$ cat config.mk
export PLATFORM = sky130hd
export DESIGN_NAME = alu_share_arbiter
export DESIGN_NICKNAME = d
export VERILOG_FILES = /design/src/rtl/alu_share_arbiter.sv
export SDC_FILE = /design/constraint.sdc
export NUM_CORES = 1
export LEC_CHECK = 0
export CAP_MARGIN = 15
export CORE_UTILIZATION = 25
export CTS_BUF_LIST = sky130_fd_sc_hd__clkbuf_8 sky130_fd_sc_hd__clkbuf_16
export CTS_CLUSTER_SIZE = 24
export DETAILED_ROUTE_END_ITERATION = 6
export GPL_ROUTABILITY_DRIVEN = 1
export PLACE_DENSITY = 0.7
export SYNTH_ARGS = -nofsm -noshare
export SYNTH_HDL_FRONTEND = slang
export SYNTH_SLANG_ARGS = --single-unit
$ cat constraint.sdc
create_clock -name clk -period 3.8 [get_ports clk]
set_input_delay 0.76 -clock clk [delete_from_list [all_inputs] [get_ports clk]]
set_output_delay 0.76 -clock clk [all_outputs]
set_load 0.01 [all_outputs]
$ cat src/rtl/alu_share_arbiter.sv
// ---------------------------------------------------------------------------
// alu_share_arbiter
//
// Purpose:
//   Shares one external combinational ALU between NREQ requesters using a
//   round-robin arbiter. A granted request is captured into an issue
//   register (S) that drives the ALU inputs. The ALU result is captured into
//   a response register (R) that feeds a single tagged response channel.
//   The two stages sustain one operation per cycle under backpressure.
//
// Parameters:
//   NREQ           number of requesters (2..8)
//   ALU_CTRL_WIDTH width of the ALU control code (matches riscv_defines.svh)
//   IDW            requester ID width, $clog2(NREQ)
//
// Ports:
//   clk          in   rising-edge clock
//   resetn       in   asynchronous active-low reset
//   req_valid    in   [NREQ]        per-requester request valid
//   req_ready    out  [NREQ]        per-requester accept (one-hot or zero)
//   req_a        in   [NREQ*32]     operand A, requester i at [32*i+:32]
//   req_b        in   [NREQ*32]     operand B, same packing
//   req_ctrl     in   [NREQ*CW]     ALU control code per requester
//   req_lock     in   [NREQ]        keep the grant after this op
//   alu_a        out  [32]          ALU operand A (from S)
//   alu_b        out  [32]          ALU operand B (from S)
//   alu_ctrl     out  [CW]          ALU control (from S)
//   alu_result   in   [32]          ALU result
//   alu_zero     in                 ALU zero flag
//   resp_valid   out                response valid
//   resp_ready   in                 response consumer ready
//   resp_result  out  [32]          registered ALU result
//   resp_zero    out                registered zero flag
//   resp_id      out  [IDW]         requester that issued the op
//
// Configuration:
//   ALU_ARB_LOCK_EN  when defined, a handshake with req_lock=1 pins the grant
//                    to that requester until it issues an op with req_lock=0.
//                    When undefined, req_lock is ignored (pure round-robin).
// ---------------------------------------------------------------------------
module alu_share_arbiter #(
  parameter  int NREQ           = 2,
  parameter  int ALU_CTRL_WIDTH = 4,
  localparam int IDW            = $clog2(NREQ)
) (
  input  logic                           clk,
  input  logic                           resetn,
  input  logic [NREQ-1:0]                req_valid,
  output logic [NREQ-1:0]                req_ready,
  input  logic [NREQ*32-1:0]             req_a,
  input  logic [NREQ*32-1:0]             req_b,
  input  logic [NREQ*ALU_CTRL_WIDTH-1:0] req_ctrl,
  input  logic [NREQ-1:0]                req_lock,
  output logic [31:0]                    alu_a,
  output logic [31:0]                    alu_b,
  output logic [ALU_CTRL_WIDTH-1:0]      alu_ctrl,
  input  logic [31:0]                    alu_result,
  input  logic                           alu_zero,
  output logic                           resp_valid,
  input  logic                           resp_ready,
  output logic [31:0]                    resp_result,
  output logic                           resp_zero,
  output logic [IDW-1:0]                 resp_id
);

  // Issue stage
  logic                      r_sValid;
  logic [31:0]               r_sA;
  logic [31:0]               r_sB;
  logic [ALU_CTRL_WIDTH-1:0] r_sCtrl;
  logic [IDW-1:0]            r_sId;

  // Response stage
  logic                      r_respValid;
  logic [31:0]               r_respResult;
  logic                      r_respZero;
  logic [IDW-1:0]            r_respId;

  // Arbitration state
  logic [IDW-1:0]            r_last;

  logic                      w_rFree;
  logic                      w_sAdv;
  logic                      w_sFree;
  logic [NREQ-1:0]           w_eligible;
  logic [NREQ-1:0]           w_grant;
  logic [IDW-1:0]            w_grantId;
  logic                      w_found;
  logic                      w_hs;
  logic [31:0]               w_selA;
  logic [31:0]               w_selB;
  logic [ALU_CTRL_WIDTH-1:0] w_selCtrl;

`ifdef ALU_ARB_LOCK_EN
  logic                      r_lockQ;
  logic [IDW-1:0]            r_lockId;
  logic [NREQ-1:0]           w_lockMask;
  logic                      w_selLock;
`else
  logic                      w_unusedLock;
  assign w_unusedLock = ^req_lock;
`endif

  // Pipeline advance: R can take new data when empty or draining this cycle,
  // and S frees up either when empty or when it moves into R.
  assign w_rFree = !r_respValid || resp_ready;
  assign w_sAdv  = r_sValid && w_rFree;
  assign w_sFree = !r_sValid || w_sAdv;

  // While locked, only the lock owner is eligible for a grant.
`ifdef ALU_ARB_LOCK_EN
  always_comb begin
    w_lockMask           = '0;
    w_lockMask[r_lockId] = 1'b1;
    w_eligible           = r_lockQ ? (req_valid & w_lockMask) : req_valid;
  end
`else
  assign w_eligible = req_valid;
`endif

  // Circular priority scan starting one past the last granted requester.
  always_comb begin
    int             sum;
    logic [IDW-1:0] idx;
    w_grant   = '0;
    w_grantId = '0;
    w_found   = 1'b0;
    for (int k = 1; k <= NREQ; k++) begin
      sum = int'(r_last) + k;
      if (sum >= NREQ) begin
        sum = sum - NREQ;
      end
      idx = sum[IDW-1:0];
      if (!w_found && w_eligible[idx]) begin
        w_found      = 1'b1;
        w_grant[idx] = 1'b1;
        w_grantId    = idx;
      end
    end
  end

  assign req_ready = w_sFree ? w_grant : '0;
  assign w_hs      = w_sFree && w_found;

  // The grant is one-hot, so an OR-style mux over the requester lanes works.
  always_comb begin
    w_selA    = '0;
    w_selB    = '0;
    w_selCtrl = '0;
`ifdef ALU_ARB_LOCK_EN
    w_selLock = 1'b0;
`endif
    for (int i = 0; i < NREQ; i++) begin
      if (w_grant[i]) begin
        w_selA    = req_a[32*i +: 32];
        w_selB    = req_b[32*i +: 32];
        w_selCtrl = req_ctrl[ALU_CTRL_WIDTH*i +: ALU_CTRL_WIDTH];
`ifdef ALU_ARB_LOCK_EN
        w_selLock = req_lock[i];
`endif
      end
    end
  end

  // Issue register: refilled on a handshake, emptied when it advances alone.
  always_ff @(posedge clk or negedge resetn) begin
    if (!resetn) begin
      r_sValid <= 1'b0;
      r_sA     <= '0;
      r_sB     <= '0;
      r_sCtrl  <= '0;
      r_sId    <= '0;
    end else if (w_hs) begin
      r_sValid <= 1'b1;
      r_sA     <= w_selA;
      r_sB     <= w_selB;
      r_sCtrl  <= w_selCtrl;
      r_sId    <= w_grantId;
    end else if (w_sAdv) begin
      r_sValid <= 1'b0;
    end
  end

  // Round-robin pointer moves only when a request is actually accepted.
  always_ff @(posedge clk or negedge resetn) begin
    if (!resetn) begin
      r_last <= IDW'(NREQ - 1);
    end else if (w_hs) begin
      r_last <= w_grantId;
    end
  end

  // Response register captures the ALU output of the op leaving S.
  always_ff @(posedge clk or negedge resetn) begin
    if (!resetn) begin
      r_respValid  <= 1'b0;
      r_respResult <= '0;
      r_respZero   <= 1'b0;
      r_respId     <= '0;
    end else if (w_sAdv) begin
      r_respValid  <= 1'b1;
      r_respResult <= alu_result;
      r_respZero   <= alu_zero;
      r_respId     <= r_sId;
    end else if (r_respValid && resp_ready) begin
      r_respValid  <= 1'b0;
    end
  end

`ifdef ALU_ARB_LOCK_EN
  // Every handshake while locked comes from the owner, so each handshake
  // simply records whether its op asked to keep the grant.
  always_ff @(posedge clk or negedge resetn) begin
    if (!resetn) begin
      r_lockQ  <= 1'b0;
      r_lockId <= '0;
    end else if (w_hs) begin
      r_lockQ  <= w_selLock;
      r_lockId <= w_grantId;
    end
  end
`endif

  assign alu_a       = r_sA;
  assign alu_b       = r_sB;
  assign alu_ctrl    = r_sCtrl;
  assign resp_valid  = r_respValid;
  assign resp_result = r_respResult;
  assign resp_zero   = r_respZero;
  assign resp_id     = r_respId;

endmodule

; Word level (Yosys, flattened, before mapping)
; Cells that the tools add are included.
[classes]
reduce_logical = 13
n_eq_ne = 0
muxes = 27
n_lt_le_gt_ge = 6
div_mod_pow = 0
mul = 0
bitwise = 1
n_shift = 0
addsub = 4
[op_table]
columns = op, n
row1 = 2-to-1 mux 32 bit, 4
row2 = 2-to-1 mux 1 bit, 16
row3 = 2-to-1 mux 4 bit, 2
row4 = logical AND 1 bit, 6
row5 = 2-to-1 mux 2 bit, 3
row6 = "< comparator 1 x 2 -> 1 bit, second input constant", 2
row7 = nonzero test 2 bit, 2
row8 = "adder 1 x 2 -> 3 bit, second input constant", 1
row9 = "greater-or-equal comparator 3 x 2 -> 1 bit, second input constant", 1
row10 = logical NOT 1 bit, 3
row11 = "adder 1 x 1 -> 2 bit, second input constant", 1
row12 = demux 1 bit (select 1 bit), 2
row13 = "greater-or-equal comparator 1 bit, second input constant", 2
row14 = "greater-or-equal comparator 2 bit, second input constant", 1
row15 = logical OR 1 bit, 2
row16 = OR 2 bit, 1
row17 = "subtractor 1 bit, second input constant", 2
[word_totals]
rom_bits = 0
register_bits = 106
memories = 0
mem_bits_rw = 0
output_inout_bits = 105
latch_bits = 0
wordCells = 61

; Longest topological paths before layout
[depth]
word_depth = 12
ltp_mapped = 5
ltp_nobuf = 3

; Worst setup path before layout
; OpenSTA, ideal clock, no wires.
[synth_path]
path_type = in2out
from = input req_valid[1]
to = output req_ready[1]
slack_ns = 1.563
stages = 3
required_time_ns = 3.040
n_path_buf = 1
arrival_time_ns = 1.477
path_cell_list = a21boi_1 > buf_2 > and2_1
[synth_between]
elab_chain_len = 7
[synth_lines]
columns = element, line
row1 = start: declaration, 48  ; input logic [NREQ-1:0] req_valid,
row2 = 2-to-1 mux 1 bit (implied by the code) (2 in a row), 134  ; if (!w_found && w_eligible[idx]) begin
row3 = 2-to-1 mux 1 bit, 134
row4 = logical NOT 1 bit, 134
row5 = logical AND 1 bit, 134
row6 = 2-to-1 mux 2 bit (*), 134
row7 = 2-to-1 mux 2 bit (*), 142  ; assign req_ready = w_sFree ? w_grant : '0;
row8 = end: declaration, 49  ; output logic [NREQ-1:0] req_ready,
; Mark *: on every way between the ends. The rest lies on a longest branch, timed or not. The select of a mux whose other input is x is not followed.

; Worst setup path in the final report
[layout_path]
from = input resp_ready
to = output req_ready[0]
[layout_between]
elab_chain_len = 4
[layout_lines]
columns = element, line
row1 = start: declaration, 60  ; input logic resp_ready,
row2 = logical OR 1 bit, 106  ; assign w_rFree = !r_respValid || resp_ready;
row3 = logical AND 1 bit, 107  ; assign w_sAdv = r_sValid && w_rFree;
row4 = logical OR 1 bit, 108  ; assign w_sFree = !r_sValid || w_sAdv;
row5 = 2-to-1 mux 2 bit, 142
; Every way passes these cells.

==> flow_summary.json <==
{
  "cts_buffer_depth": 2,
  "critical_path_arrival_ns": 2.41,
  "drive_gt1_share_pct": 10.9,
  "wl_met1_um": 6070,
  "post-place-ws_ns": 0.578,
  "power_density_nw_per_um2": 436,
  "hold_violations": 0,
  "synth_seq_area_share_pct": 59.2,
  "synth-async-reset-ratio_pct": 100,
  "insertion_delay_ns": 0.35,
  "drv_slew": 0,
  "wl_met2_um": 7820,
  "areaGrowthSynthToFinish_pct": 74.1,
  "rsz0062_at_grt": "no",
  "grt_pass1_vias": 4247,
  "fmax_mhz": 315,
  "rows": 48,
  "cts_hold_buffers": 0,
  "crit_type": "in -> out",
  "initial_core_util_pct": 25.7,
  "ys_seq_elements": 106,
  "num_antenna_cells": 0,
  "tritoncts": "built",
  "cts_setup_buffers": 0,
  "dieArea_sq_um": 18500,
  "dp.final_hpwl_um": 11200,
  "synth_top_cell_area_share_pct": 58.6,
  "vias": 4148,
  "worstPathRequired_ns": 3.04,
  "whs_ns": 0.398,
  "tightest_slew_ns": 0.800,
  "cp-end-kind": "output port",
  "postRouteAntennaNets": 0,
  "io_pins": 281,
  "clock-sinks": 106,
  "min_period_ns": 3.17,
  "firstDrtPassIters": 4,
  "top_layer": "met4",
  "hp-class": "in -> async",
  "period_share_pct": 83.5,
  "yosys.area.top_type": "dfrtp_1",
  "postSynthNetCount": 521,
  "fin_skew_ns": 0.0122,
  "root_buffer": "clkbuf_16",
  "yosys-top-cells-area": "dfrtp_1 59%, a221o_1 11%, mux2_2 8.5%",
  "status": "finished clean",
  "utilization_pct": 44.8,
  "synth_area_per_cell_sq_um": 13.0,
  "grt_overflow": 0,
  "wl_met3_um": 1090,
  "die_x_um": 136,
  "via_per_inst": 4.94,
  "portBuffers": 278,
  "setup_viol": 0,
  "relSlewSlack_pct": 46.4,
  "p_total_w": 0.00340,
  "synth-edff-count": 0,
  "fin_nets": 785,
  "cp_max_fo": 26,
  "netlist_area_sq_um": 4480,
  "wire_per_inst_um": 18.5,
  "ys_types": 20,
  "synth_common_cells": "105 x dfrtp_1, 50 x and3_1, 49 x a221o_1, 35 x o21ai_0, 34 x mux2_2",
  "totalWireLength_um": 15500,
  "ys.flop_type": "dfrtp_1",
  "antenna_found_initial": 0,
  "place.gp.congestion": 0.701,
  "ys_warn_count": 0,
  "grt_use_total_pct": 16.4,
  "fp.dieH_um": 136,
  "synth_most_common_cell": "dfrtp_1",
  "start_kind": "input pin",
  "p_leak_nw": 3.27,
  "fin_setup_tns_ns": 0,
  "max-vdd-ir-drop_v": 0.000180,
  "drc_errors": 0,
  "grt_pass1_wl_um": 23000,
  "h-tree-depth": 3,
  "setup_ws_ns": 0.628,
  "cts_resized": 0,
  "clk_pin_slew_ns": 0.08,
  "first_iter_violations": 208,
  "cts_buffers": 9,
  "syn-instance-count": 345,
  "drv_cap": 0,
  "grt_start_max_net_pins": 91,
  "core_sq_um": 17400
}
registers in the layout, indices dropped and copies added (netlist names):
signal,count
resp_result,32
r_last,1
resp_id,1
resp_valid,1
alu_a,32
alu_ctrl,4
r_sValid,1
resp_zero,1
r_sId,1
alu_b,32
final timing paths:
kind | start | to | slack (ns) | depth (start not counted)
max | resp_ready | req_ready[0] | 0.63 | 4
min | resetn | alu_a[23] | 0.40 | 1
max reg2reg | resp_valid | alu_b[14] | 1.86 | 4
min reg2reg | r_sId | r_sId | 0.48 | 1
max in group asynchronous | resetn | resp_id | 2.45 | 3
min in group clk | r_sId | r_sId | 0.48 | 1
metal layers:
metal,track usage [%],up-vias
met2,28.3,201
met1,19.0,2035
met5,0,-
met4,8.09,0
li1,-,1873
met3,3.62,39
placed cells by master, fill, tap and decap left out, drive strengths merged, types with 10 or more instances in the layout:
cell type,synthesis,layout
a221o,49,49
a32oi,19,19
and3,50,50
buf,14,12
clkbuf,22,10
clkdlybuf4s50,0,277
dfrtp,105,105
mux2,34,34
o21ai,39,39
critical path, cell delays in order:
cell and delay, ns:
clkdlybuf4s50_1 0.50, nand3b_4 0.31, and3_2 0.27, clkdlybuf4s50_1 0.57
power by group:
group | leakage [nW] | switching (W) | internal [W] | total (W)
Clock | 0.143 | 0.000437 | 0.000536 | 0.000974
Sequential | 1.28 | 0.000104 | 0.00131 | 0.00141
Combinational | 1.85 | 0.000389 | 0.000626 | 0.00102
area by class of cell:
type                            instances  area (sq um)
Multi-Input combinational cell        203          1660
Sequential cell                       106          2650
Tap cell                              225           282
Fill cell                            1563          9620
Clock buffer                           10           239
Timing Repair Buffer                  289          2900
Clock inverter                          6          72.6
per-stage QoR:
step           area, sq um  std cells
6_report              7800        839
4_1_cts               7770        838
3_3_place_gp          7460        822
2_1_floorplan         4480        345
3_5_place_dp          7460        822
5_1_grt               7800        839
logic make-up after synthesis:
family	after synthesis	synth area share, %
buffers and inverters	36	4.30
muxes	34	8.54
and+or+nand+nor	59	8.43
DFF	106	59.2
AOI/OAI and AO/OA	110	19.5
No activity file was read; power rests on OpenSTA's default activity.
